<file path="src/rtl/mem_bus_ctrl_if.sv">
// mem_bus_ctrl_if: CPU request/response and byte-wide memory bus of mem_bus_ctrl.
// master = CPU plus memory environment, slave = the controller.
interface mem_bus_ctrl_if;
   logic [15:0] addr;
   logic [15:0] wdata;
   logic        rd_mem;
   logic        wr_mem;
   logic        byt;
   logic [15:0] rdata;
   logic        rvalid;
   logic        busy;
   logic        err;
   logic [15:0] mem_addr;
   logic [7:0]  mem_wdata;
   logic        mem_re;
   logic        mem_we;
   logic [7:0]  mem_rdata;

   modport master (
      output addr, wdata, rd_mem, wr_mem, byt, mem_rdata,
      input  rdata, rvalid, busy, err, mem_addr, mem_wdata, mem_re, mem_we
   );

   modport slave (
      input  addr, wdata, rd_mem, wr_mem, byt, mem_rdata,
      output rdata, rvalid, busy, err, mem_addr, mem_wdata, mem_re, mem_we
   );
endinterface

</file>
<file path="src/rtl/mem_bus_ctrl.sv">
// mem_bus_ctrl: splits 16-bit CPU word/byte accesses into byte cycles on a byte-wide memory bus.
// Define MEMBUS_UNALIGNED_EN to let word accesses start at odd addresses.
module mem_bus_ctrl #(
   parameter int RD_LAT  = 1,
   parameter int WAIT_ST = 0
) (
   input logic           clk,
   input logic           rst_n,
   mem_bus_ctrl_if.slave bus
);
   typedef enum logic [2:0] {IDLE, RD_LO, RD_WAIT_LO, RD_HI, RD_WAIT_HI, WR_LO, WR_HI, WAIT} state_t;

   state_t      state, state_n;
   logic [1:0]  cnt, cnt_n;
   logic        hi_q, hi_n;
   logic [15:0] base_q, base_n;
   logic [7:0]  lo_q, lo_n;
   logic [7:0]  wr_hi_q, wr_hi_n;
   logic [15:0] rdata_n, mem_addr_n;
   logic [7:0]  mem_wdata_n;
   logic        rvalid_n, err_n;
   logic        accept;
   logic [15:0] acc_addr;

   assign accept = (state == IDLE) && (bus.rd_mem || bus.wr_mem);

`ifdef MEMBUS_UNALIGNED_EN
   assign acc_addr = bus.addr;
`else
   assign acc_addr = bus.byt ? bus.addr : {bus.addr[15:1], 1'b0};
`endif

   always_comb begin
      state_n     = state;
      cnt_n       = cnt;
      hi_n        = hi_q;
      base_n      = base_q;
      lo_n        = lo_q;
      wr_hi_n     = wr_hi_q;
      rdata_n     = bus.rdata;
      mem_addr_n  = bus.mem_addr;
      mem_wdata_n = bus.mem_wdata;
      rvalid_n    = 1'b0;
      err_n       = 1'b0;
      case (state)
         IDLE: if (accept) begin
            state_n     = bus.wr_mem ? WR_LO : RD_LO;
            hi_n        = !bus.byt;
            base_n      = acc_addr;
            wr_hi_n     = bus.wdata[15:8];
            err_n       = bus.rd_mem && bus.wr_mem;
            mem_addr_n  = acc_addr;
            mem_wdata_n = bus.wdata[7:0];
         end
         RD_LO, RD_HI: begin
            state_n = (state == RD_LO) ? RD_WAIT_LO : RD_WAIT_HI;
            cnt_n   = 2'(RD_LAT - 1);
         end
         RD_WAIT_LO: if (cnt != 2'd0) cnt_n = cnt - 2'd1;
         else if (hi_q) begin
            state_n    = RD_HI;
            lo_n       = bus.mem_rdata;
            mem_addr_n = base_q + 16'd1;
         end else begin
            state_n  = IDLE;
            rvalid_n = 1'b1;
            rdata_n  = {8'h00, bus.mem_rdata};
         end
         RD_WAIT_HI: if (cnt != 2'd0) cnt_n = cnt - 2'd1;
         else begin
            state_n  = IDLE;
            rvalid_n = 1'b1;
            rdata_n  = {bus.mem_rdata, lo_q};
         end
         // each written byte is followed by WAIT_ST idle cycles before the next byte or release
         WR_LO, WR_HI, WAIT: if (state != WAIT && WAIT_ST > 0) begin
            state_n = WAIT;
            cnt_n   = 2'(WAIT_ST - 1);
         end else if (state == WAIT && cnt != 2'd0) cnt_n = cnt - 2'd1;
         else if (hi_q) begin
            state_n     = WR_HI;
            hi_n        = 1'b0;
            mem_addr_n  = base_q + 16'd1;
            mem_wdata_n = wr_hi_q;
         end else state_n = IDLE;
      endcase
   end

   always_ff @(posedge clk or negedge rst_n) begin
      if (!rst_n) begin
         state         <= IDLE;
         cnt           <= '0;
         hi_q          <= 1'b0;
         base_q        <= '0;
         lo_q          <= '0;
         wr_hi_q       <= '0;
         bus.rdata     <= '0;
         bus.rvalid    <= 1'b0;
         bus.busy      <= 1'b0;
         bus.err       <= 1'b0;
         bus.mem_addr  <= '0;
         bus.mem_wdata <= '0;
         bus.mem_re    <= 1'b0;
         bus.mem_we    <= 1'b0;
      end else begin
         state         <= state_n;
         cnt           <= cnt_n;
         hi_q          <= hi_n;
         base_q        <= base_n;
         lo_q          <= lo_n;
         wr_hi_q       <= wr_hi_n;
         bus.rdata     <= rdata_n;
         bus.rvalid    <= rvalid_n;
         bus.busy      <= state_n != IDLE;
         bus.err       <= err_n;
         bus.mem_addr  <= mem_addr_n;
         bus.mem_wdata <= mem_wdata_n;
         bus.mem_re    <= state_n inside {RD_LO, RD_HI};
         bus.mem_we    <= state_n inside {WR_LO, WR_HI};
      end
   end
endmodule

</file>
<file path="src/flat_wrapper.sv">
// flat-port wrapper written by rule: the top's interface ports become plain ports
module mem_bus_ctrl_flat 
#(
   parameter int RD_LAT  = 1,
   parameter int WAIT_ST = 0
)
  (clk, rst_n, bus_addr, bus_wdata, bus_rd_mem, bus_wr_mem, bus_byt, bus_mem_rdata, bus_rdata, bus_rvalid, bus_busy, bus_err, bus_mem_addr, bus_mem_wdata, bus_mem_re, bus_mem_we);
  mem_bus_ctrl_if bus_i ();
  input logic clk;
  input logic rst_n;
  input wire logic [$bits(bus_i.addr)-1:0] bus_addr;
  input wire logic [$bits(bus_i.wdata)-1:0] bus_wdata;
  input wire logic [$bits(bus_i.rd_mem)-1:0] bus_rd_mem;
  input wire logic [$bits(bus_i.wr_mem)-1:0] bus_wr_mem;
  input wire logic [$bits(bus_i.byt)-1:0] bus_byt;
  input wire logic [$bits(bus_i.mem_rdata)-1:0] bus_mem_rdata;
  output wire logic [$bits(bus_i.rdata)-1:0] bus_rdata;
  output wire logic [$bits(bus_i.rvalid)-1:0] bus_rvalid;
  output wire logic [$bits(bus_i.busy)-1:0] bus_busy;
  output wire logic [$bits(bus_i.err)-1:0] bus_err;
  output wire logic [$bits(bus_i.mem_addr)-1:0] bus_mem_addr;
  output wire logic [$bits(bus_i.mem_wdata)-1:0] bus_mem_wdata;
  output wire logic [$bits(bus_i.mem_re)-1:0] bus_mem_re;
  output wire logic [$bits(bus_i.mem_we)-1:0] bus_mem_we;
  assign bus_i.addr = bus_addr;
  assign bus_i.wdata = bus_wdata;
  assign bus_i.rd_mem = bus_rd_mem;
  assign bus_i.wr_mem = bus_wr_mem;
  assign bus_i.byt = bus_byt;
  assign bus_i.mem_rdata = bus_mem_rdata;
  assign bus_rdata = bus_i.rdata;
  assign bus_rvalid = bus_i.rvalid;
  assign bus_busy = bus_i.busy;
  assign bus_err = bus_i.err;
  assign bus_mem_addr = bus_i.mem_addr;
  assign bus_mem_wdata = bus_i.mem_wdata;
  assign bus_mem_re = bus_i.mem_re;
  assign bus_mem_we = bus_i.mem_we;
  mem_bus_ctrl #(.RD_LAT(RD_LAT), .WAIT_ST(WAIT_ST)) u_core (.clk(clk), .rst_n(rst_n), .bus(bus_i));
endmodule
</file>
<file path="config.mk">
export PLATFORM = sky130hd
export DESIGN_NAME = mem_bus_ctrl_flat
export DESIGN_NICKNAME = d
export VERILOG_FILES = /design/src/rtl/mem_bus_ctrl_if.sv /design/src/rtl/mem_bus_ctrl.sv /design/src/flat_wrapper.sv
export SDC_FILE = /design/constraint.sdc
export NUM_CORES = 1
export LEC_CHECK = 0
export ABC_AREA = 1
export BUFFER_PORTS_ARGS = -buffer_cell sky130_fd_sc_hd__buf_2
export CAP_MARGIN = 20
export CELL_PAD_IN_SITES_DETAIL_PLACEMENT = 0
export CELL_PAD_IN_SITES_GLOBAL_PLACEMENT = 1
export CORE_UTILIZATION = 42
export CTS_CLUSTER_SIZE = 10
export DETAILED_ROUTE_END_ITERATION = 10
export GPL_ROUTABILITY_DRIVEN = 0
export PLACE_DENSITY_LB_ADDON = 0.1
export SYNTH_ARGS = -nofsm -noshare
export SYNTH_HDL_FRONTEND = slang
export SYNTH_SLANG_ARGS = --single-unit
</file>
<file path="constraint.sdc">
create_clock -name clk -period 3.08 [get_ports clk]
set_clock_uncertainty 0.1 [all_clocks]
set_input_delay 0.154 -clock clk [delete_from_list [all_inputs] [get_ports clk]]
set_output_delay 0.154 -clock clk [all_outputs]
set_load 0.02 [all_outputs]
</file>
# Word level (Yosys, flattened, before mapping)
# Cells that the tools add are included.
[totals]
register_bits = 83
out_inout_bits = 45
[classes]
add_sub_neg = 2
eq_ne = 19
n_mux = 35
bitwise_logic = 1
n_reduce_logical = 24
[ops]
columns = ["cell", "count"]
rows = [
  ["$mux 16", 7],
  ["$pmux 16 s3", 1],
  ["$pmux 16 s2", 1],
  ["$mux 8", 3],
  ["$mux 3", 7],
  ["$eq 3x3->1 const B", 6],
  ["$add 16x1->16 const B", 1],
  ["$pmux 8 s2", 1],
  ["$pmux 3 s5", 1],
  ["$reduce_and 4->1", 3],
  ["$reduce_bool 2->1", 5],
  ["$eq 3x2->1 const B", 3],
  ["$reduce_and 3->1", 3],
  ["$reduce_bool 3->1", 3],
  ["$mux 1", 8],
  ["$ne 2x1->1 const B", 4],
  ["$ne 2x2->1 const B", 4],
  ["$eq 3x1->1 const B", 2],
  ["$mux 2", 3],
  ["$pmux 2 s3", 1],
  ["$pmux 1 s2", 2],
  ["$reduce_or 2->1", 2],
  ["$logic_and 1x1->1", 3],
  ["$logic_not 3->1", 1],
  ["other kinds (6)", 6],
]

# Depth between registers and ports, before layout
[depth]
ltp_word = 6
ltp_mapped = 11

# Worst setup path before layout
# Ideal clock, no wire load.
[synth_timing]
kind = "register -> register"
from = "register u_core.cnt[0]"
to = "register u_core.bus.mem_addr[10]"
setup_ns = 0.116
arrival_time_ns = 1.589
t_required_ns = 2.864
slack_ns = 1.275
path_stages_with_launch = 11
n_path_buf = 1
period_less_slack_ns = 1.805
cell_sequence = "dfrtp_1 -> inv_1 -> ha_1 -> inv_1 -> nand4_1 -> nand3_2 -> nor2_8 -> inv_4 -> buf_6 -> nand2_1 -> nand2_1"
[synth_between]
elab_chain_cells = 4
elab_cells_between_ends = 5
[synth_lines]
columns = ["element", "line_no", "rtl"]
rows = [
  ["start: declaration", "mem_bus_ctrl.sv:14", "logic [1:0] cnt, cnt_n;"],
  ["start signal: assignment", "mem_bus_ctrl.sv:107", "cnt <= cnt_n;"],
  ["$reduce_bool 2->1 *", "mem_bus_ctrl.sv:59, mem_bus_ctrl.sv:79", ""],
  ["$logic_and 1x1->1", "mem_bus_ctrl.sv:79", "end else if (state == WAIT && cnt != 2'd0) cnt_n = cnt - 2'd1;"],
  ["$ne 2x2->1 (no line)", "--", ""],
  ["$reduce_and 4->1 (no line) *", "--", ""],
  ["end signal: assignment", "mem_bus_ctrl.sv:116", "bus.mem_addr <= mem_addr_n;"],
  ["end: declaration", "mem_bus_ctrl_if.sv:26", "output rdata, rvalid, busy, err, mem_addr, mem_wdata, mem_re, mem_we"],
]
# Every way passes the cells marked *; elsewhere a longest branch is shown, timed or not.
# A chain may end at the register's enable or synchronous reset.

# Worst setup path after layout
[layout_timing]
from = "register u_core.cnt[0]"
to = "register u_core.bus.mem_addr[9]"
# The elaborated chain is that of the path after synthesis.

==> impl_metrics.json <==
{
  "status": "finished, final reports clean",
  "path_max_fanout": 16,
  "synth-seq-cells": 83,
  "setup_viol": 0,
  "grt_usage_pct": 21.84,
  "n_antenna_cell": 0,
  "netlist_top_cells_area": "dfrtp_1 (51%), nand2_1 (19%), o21ai_0 (6.2%)",
  "cts_tree": "built",
  "cts_buffers": 9,
  "numPortBuffers": 89,
  "dp.cells": 739,
  "syn-cell-area_um2": 4089,
  "post-route-period-util_pct": 66.12,
  "antenna_found_initial": 0,
  "clk_path_buf_depth": 2,
  "start_util_pct": 43.84,
  "tns_ps": 0,
  "wl_per_cell_um": 12.89,
  "overflow": 0,
  "routed_wirelength_mm": 10.27,
  "dieArea_um2": 10130,
  "layout-drive-gt1-share_pct": 18.71,
  "grt_max_degree": 84,
  "powerDensity_nw_per_um2": 1024,
  "tightest_slew_ps": 576.8,
  "grt_pass1_vias": 3585,
  "syn_avg_cell_area_um2": 7.629,
  "insertion_delay_ps": 360,
  "slew_headroom_pct": 61.51,
  "io_pins": 90,
  "mostFrequentLayoutCell": "nand2_1",
  "end_kind": "flop",
  "viasPerCell": 4.742,
  "die_h_um": 100.7,
  "cp.arrival_ps": 2190,
  "fmax_ghz": 0.4910,
  "ys_seq_area_share_pct": 50.80,
  "vdd_drop_max_mv": 0.4476,
  "firstDrtPassIters": 4,
  "postCtsSetupBuffers": 0,
  "coreArea_um2": 9328,
  "syn_nets": 583,
  "cts_root_buffer": "clkbuf_8",
  "crit_type": "reg -> reg",
  "cap_violations": 0,
  "synth_top_area_share_pct": 50.80,
  "cp-start-kind": "flop",
  "leakagePower_nw": 2.703,
  "synth_edf_count": 0,
  "slew_violations": 0,
  "htreeDepth": 3,
  "syn_inst": 536,
  "area_growth_pct": 28.92,
  "layout_common_cells": "nand2_1 (202), buf_2 (88), dfrtp_1 (83)",
  "rsz0062_at_grt": "false",
  "fin_cells": 797,
  "yosys.cell_types.count": 28,
  "die_width_um": 100.7,
  "nets": 710,
  "finalHoldViolCount": 0,
  "required_ps": 3230,
  "worstHoldPathType": "in -> reg",
  "clock-sinks": 83,
  "clk_pin_slew_ps": 100,
  "synth-main-ff-cell": "dfrtp_1",
  "dp_hpwl_mm": 7.010,
  "ant_nets": 0,
  "drc": 0,
  "yosysWarnings": 0,
  "grt_pass1_wl_mm": 17.09,
  "vias": 3779,
  "rows": 35,
  "synthArstFlopShare_pct": 100.0,
  "drt_iter0_drc": 114,
  "cts_resized": 0,
  "period_minus_slack_ps": 2037,
  "yosysTopAreaCell": "dfrtp_1"
}
==> critical path: stages (launching register included) <==
cell     delay [ps]
dfrtp_1         390
inv_1            70
ha_1            240
inv_1           140
nand4_1         220
nand3_2         260
nor2_8          250
inv_4           110
nand2_1          70
nand2_1          50
==> stage by stage <==
step | hold slack, ps | total power [mW] | setup WS [ps] | utilization (%) | area (um^2)
global placement | 241.6 | 4.481 | 1128 | 49.48 | 4616
global route | 24.73 | 5.951 | 777.1 | 56.51 | 5271
CTS | 1.283 | 5.457 | 1033 | 56.22 | 5244
finish | 15.40 | 5.397 | 1043 | 56.51 | 5271
detailed placement | 246.1 | 4.539 | 1061 | 49.48 | 4616
floorplan | -241.6 | 3.837 | 1275 | - | 4089
==> cell usage after synthesis, types with 3 or more instances <==
cell type / number
nand2_1: 202
nor2_1: 45
buf_2: 9
nand4_1: 6
buf_4: 3
inv_1: 50
o21ai_0: 51
clkbuf_1: 4
nand3_1: 38
a21oi_1: 5
dfrtp_1: 83
or2_2: 3
nor3_1: 7
a31oi_1: 11
==> where the power goes <==
group,internal [mW],switching [mW]
Clock,0.399,0.454
Sequential,1.59,0.342
Combinational,0.850,1.76
==> cell type report <==
class	count	area, um^2
Multi-Input combinational cell	382	1705
Clock inverter	7	93.84
Tap cell	129	161.4
Clock buffer	9	123.9
Fill cell	934	4056
Timing Repair Buffer	134	908.4
Sequential cell	83	2077
Inverter	53	201.4
==> registers in the layout, summed over array words and instances (netlist names), 2 cells and up <==
signal	cells
u_core.bus.mem_addr	16
u_core.wr_hi_q	8
u_core.bus.rdata	16
u_core.cnt	2
u_core.bus.mem_wdata	8
u_core.state	3
u_core.base_q	16
u_core.lo_q	8
==> kinds of logic (layout without fill, tap and decap cells) <==
| group | after synthesis | in the layout | share of synthesized area, % |
|---|---|---|---|
| and+or+nand+nor | 310 | 310 | 31.76 |
| DFF | 83 | 83 | 50.80 |
| buffers and inverters | 71 | 203 | 7.497 |
| AOI/OAI and AO/OA | 70 | 70 | 9.333 |
| adders and majority gates | 2 | 2 | 0.6119 |
==> per-layer routing <==
| layer | share of wire, % | vias to the layer above | global-route usage [%] |
|---|---|---|---|
| met5 | 0 | - | 0 |
| met4 | 1.1 | 0 | 6.020 |
| met3 | 3.2 | 6 | 4.785 |
| met2 | 50 | 72 | 36.72 |
| met1 | 46 | 1745 | 28.50 |
| li1 | - | 1956 | - |
==> what timing repair did <==
item,4_1_cts,5_1_grt
endpoints found under the setup margin,0,0
hold buffers,41,0
endpoints found under the hold margin,138,0
==> worst paths after layout <==
check	from	endpoint	slack [ps]	cells past startpoint
max in group asynchronous	rst_n	u_core.bus.mem_addr[4]$_DFFE_PN0P_	2110	3
hold / removal	bus_wdata[2]	u_core.bus.mem_wdata[2]$_DFFE_PN0P_	20	5
min in group asynchronous	rst_n	u_core.base_q[15]$_DFFE_PN0P_	150	2
setup reg to reg	u_core.cnt[0]$_DFFE_PN0P_	u_core.bus.mem_addr[9]$_DFFE_PN0P_	1040	9
hold reg to reg	u_core.wr_hi_q[6]$_DFFE_PN0P_	u_core.wr_hi_q[6]$_DFFE_PN0P_	380	2
setup / recovery	u_core.cnt[0]$_DFFE_PN0P_	u_core.bus.mem_addr[9]$_DFFE_PN0P_	1040	9
Note: power is estimated with default switching activity, not from simulation.
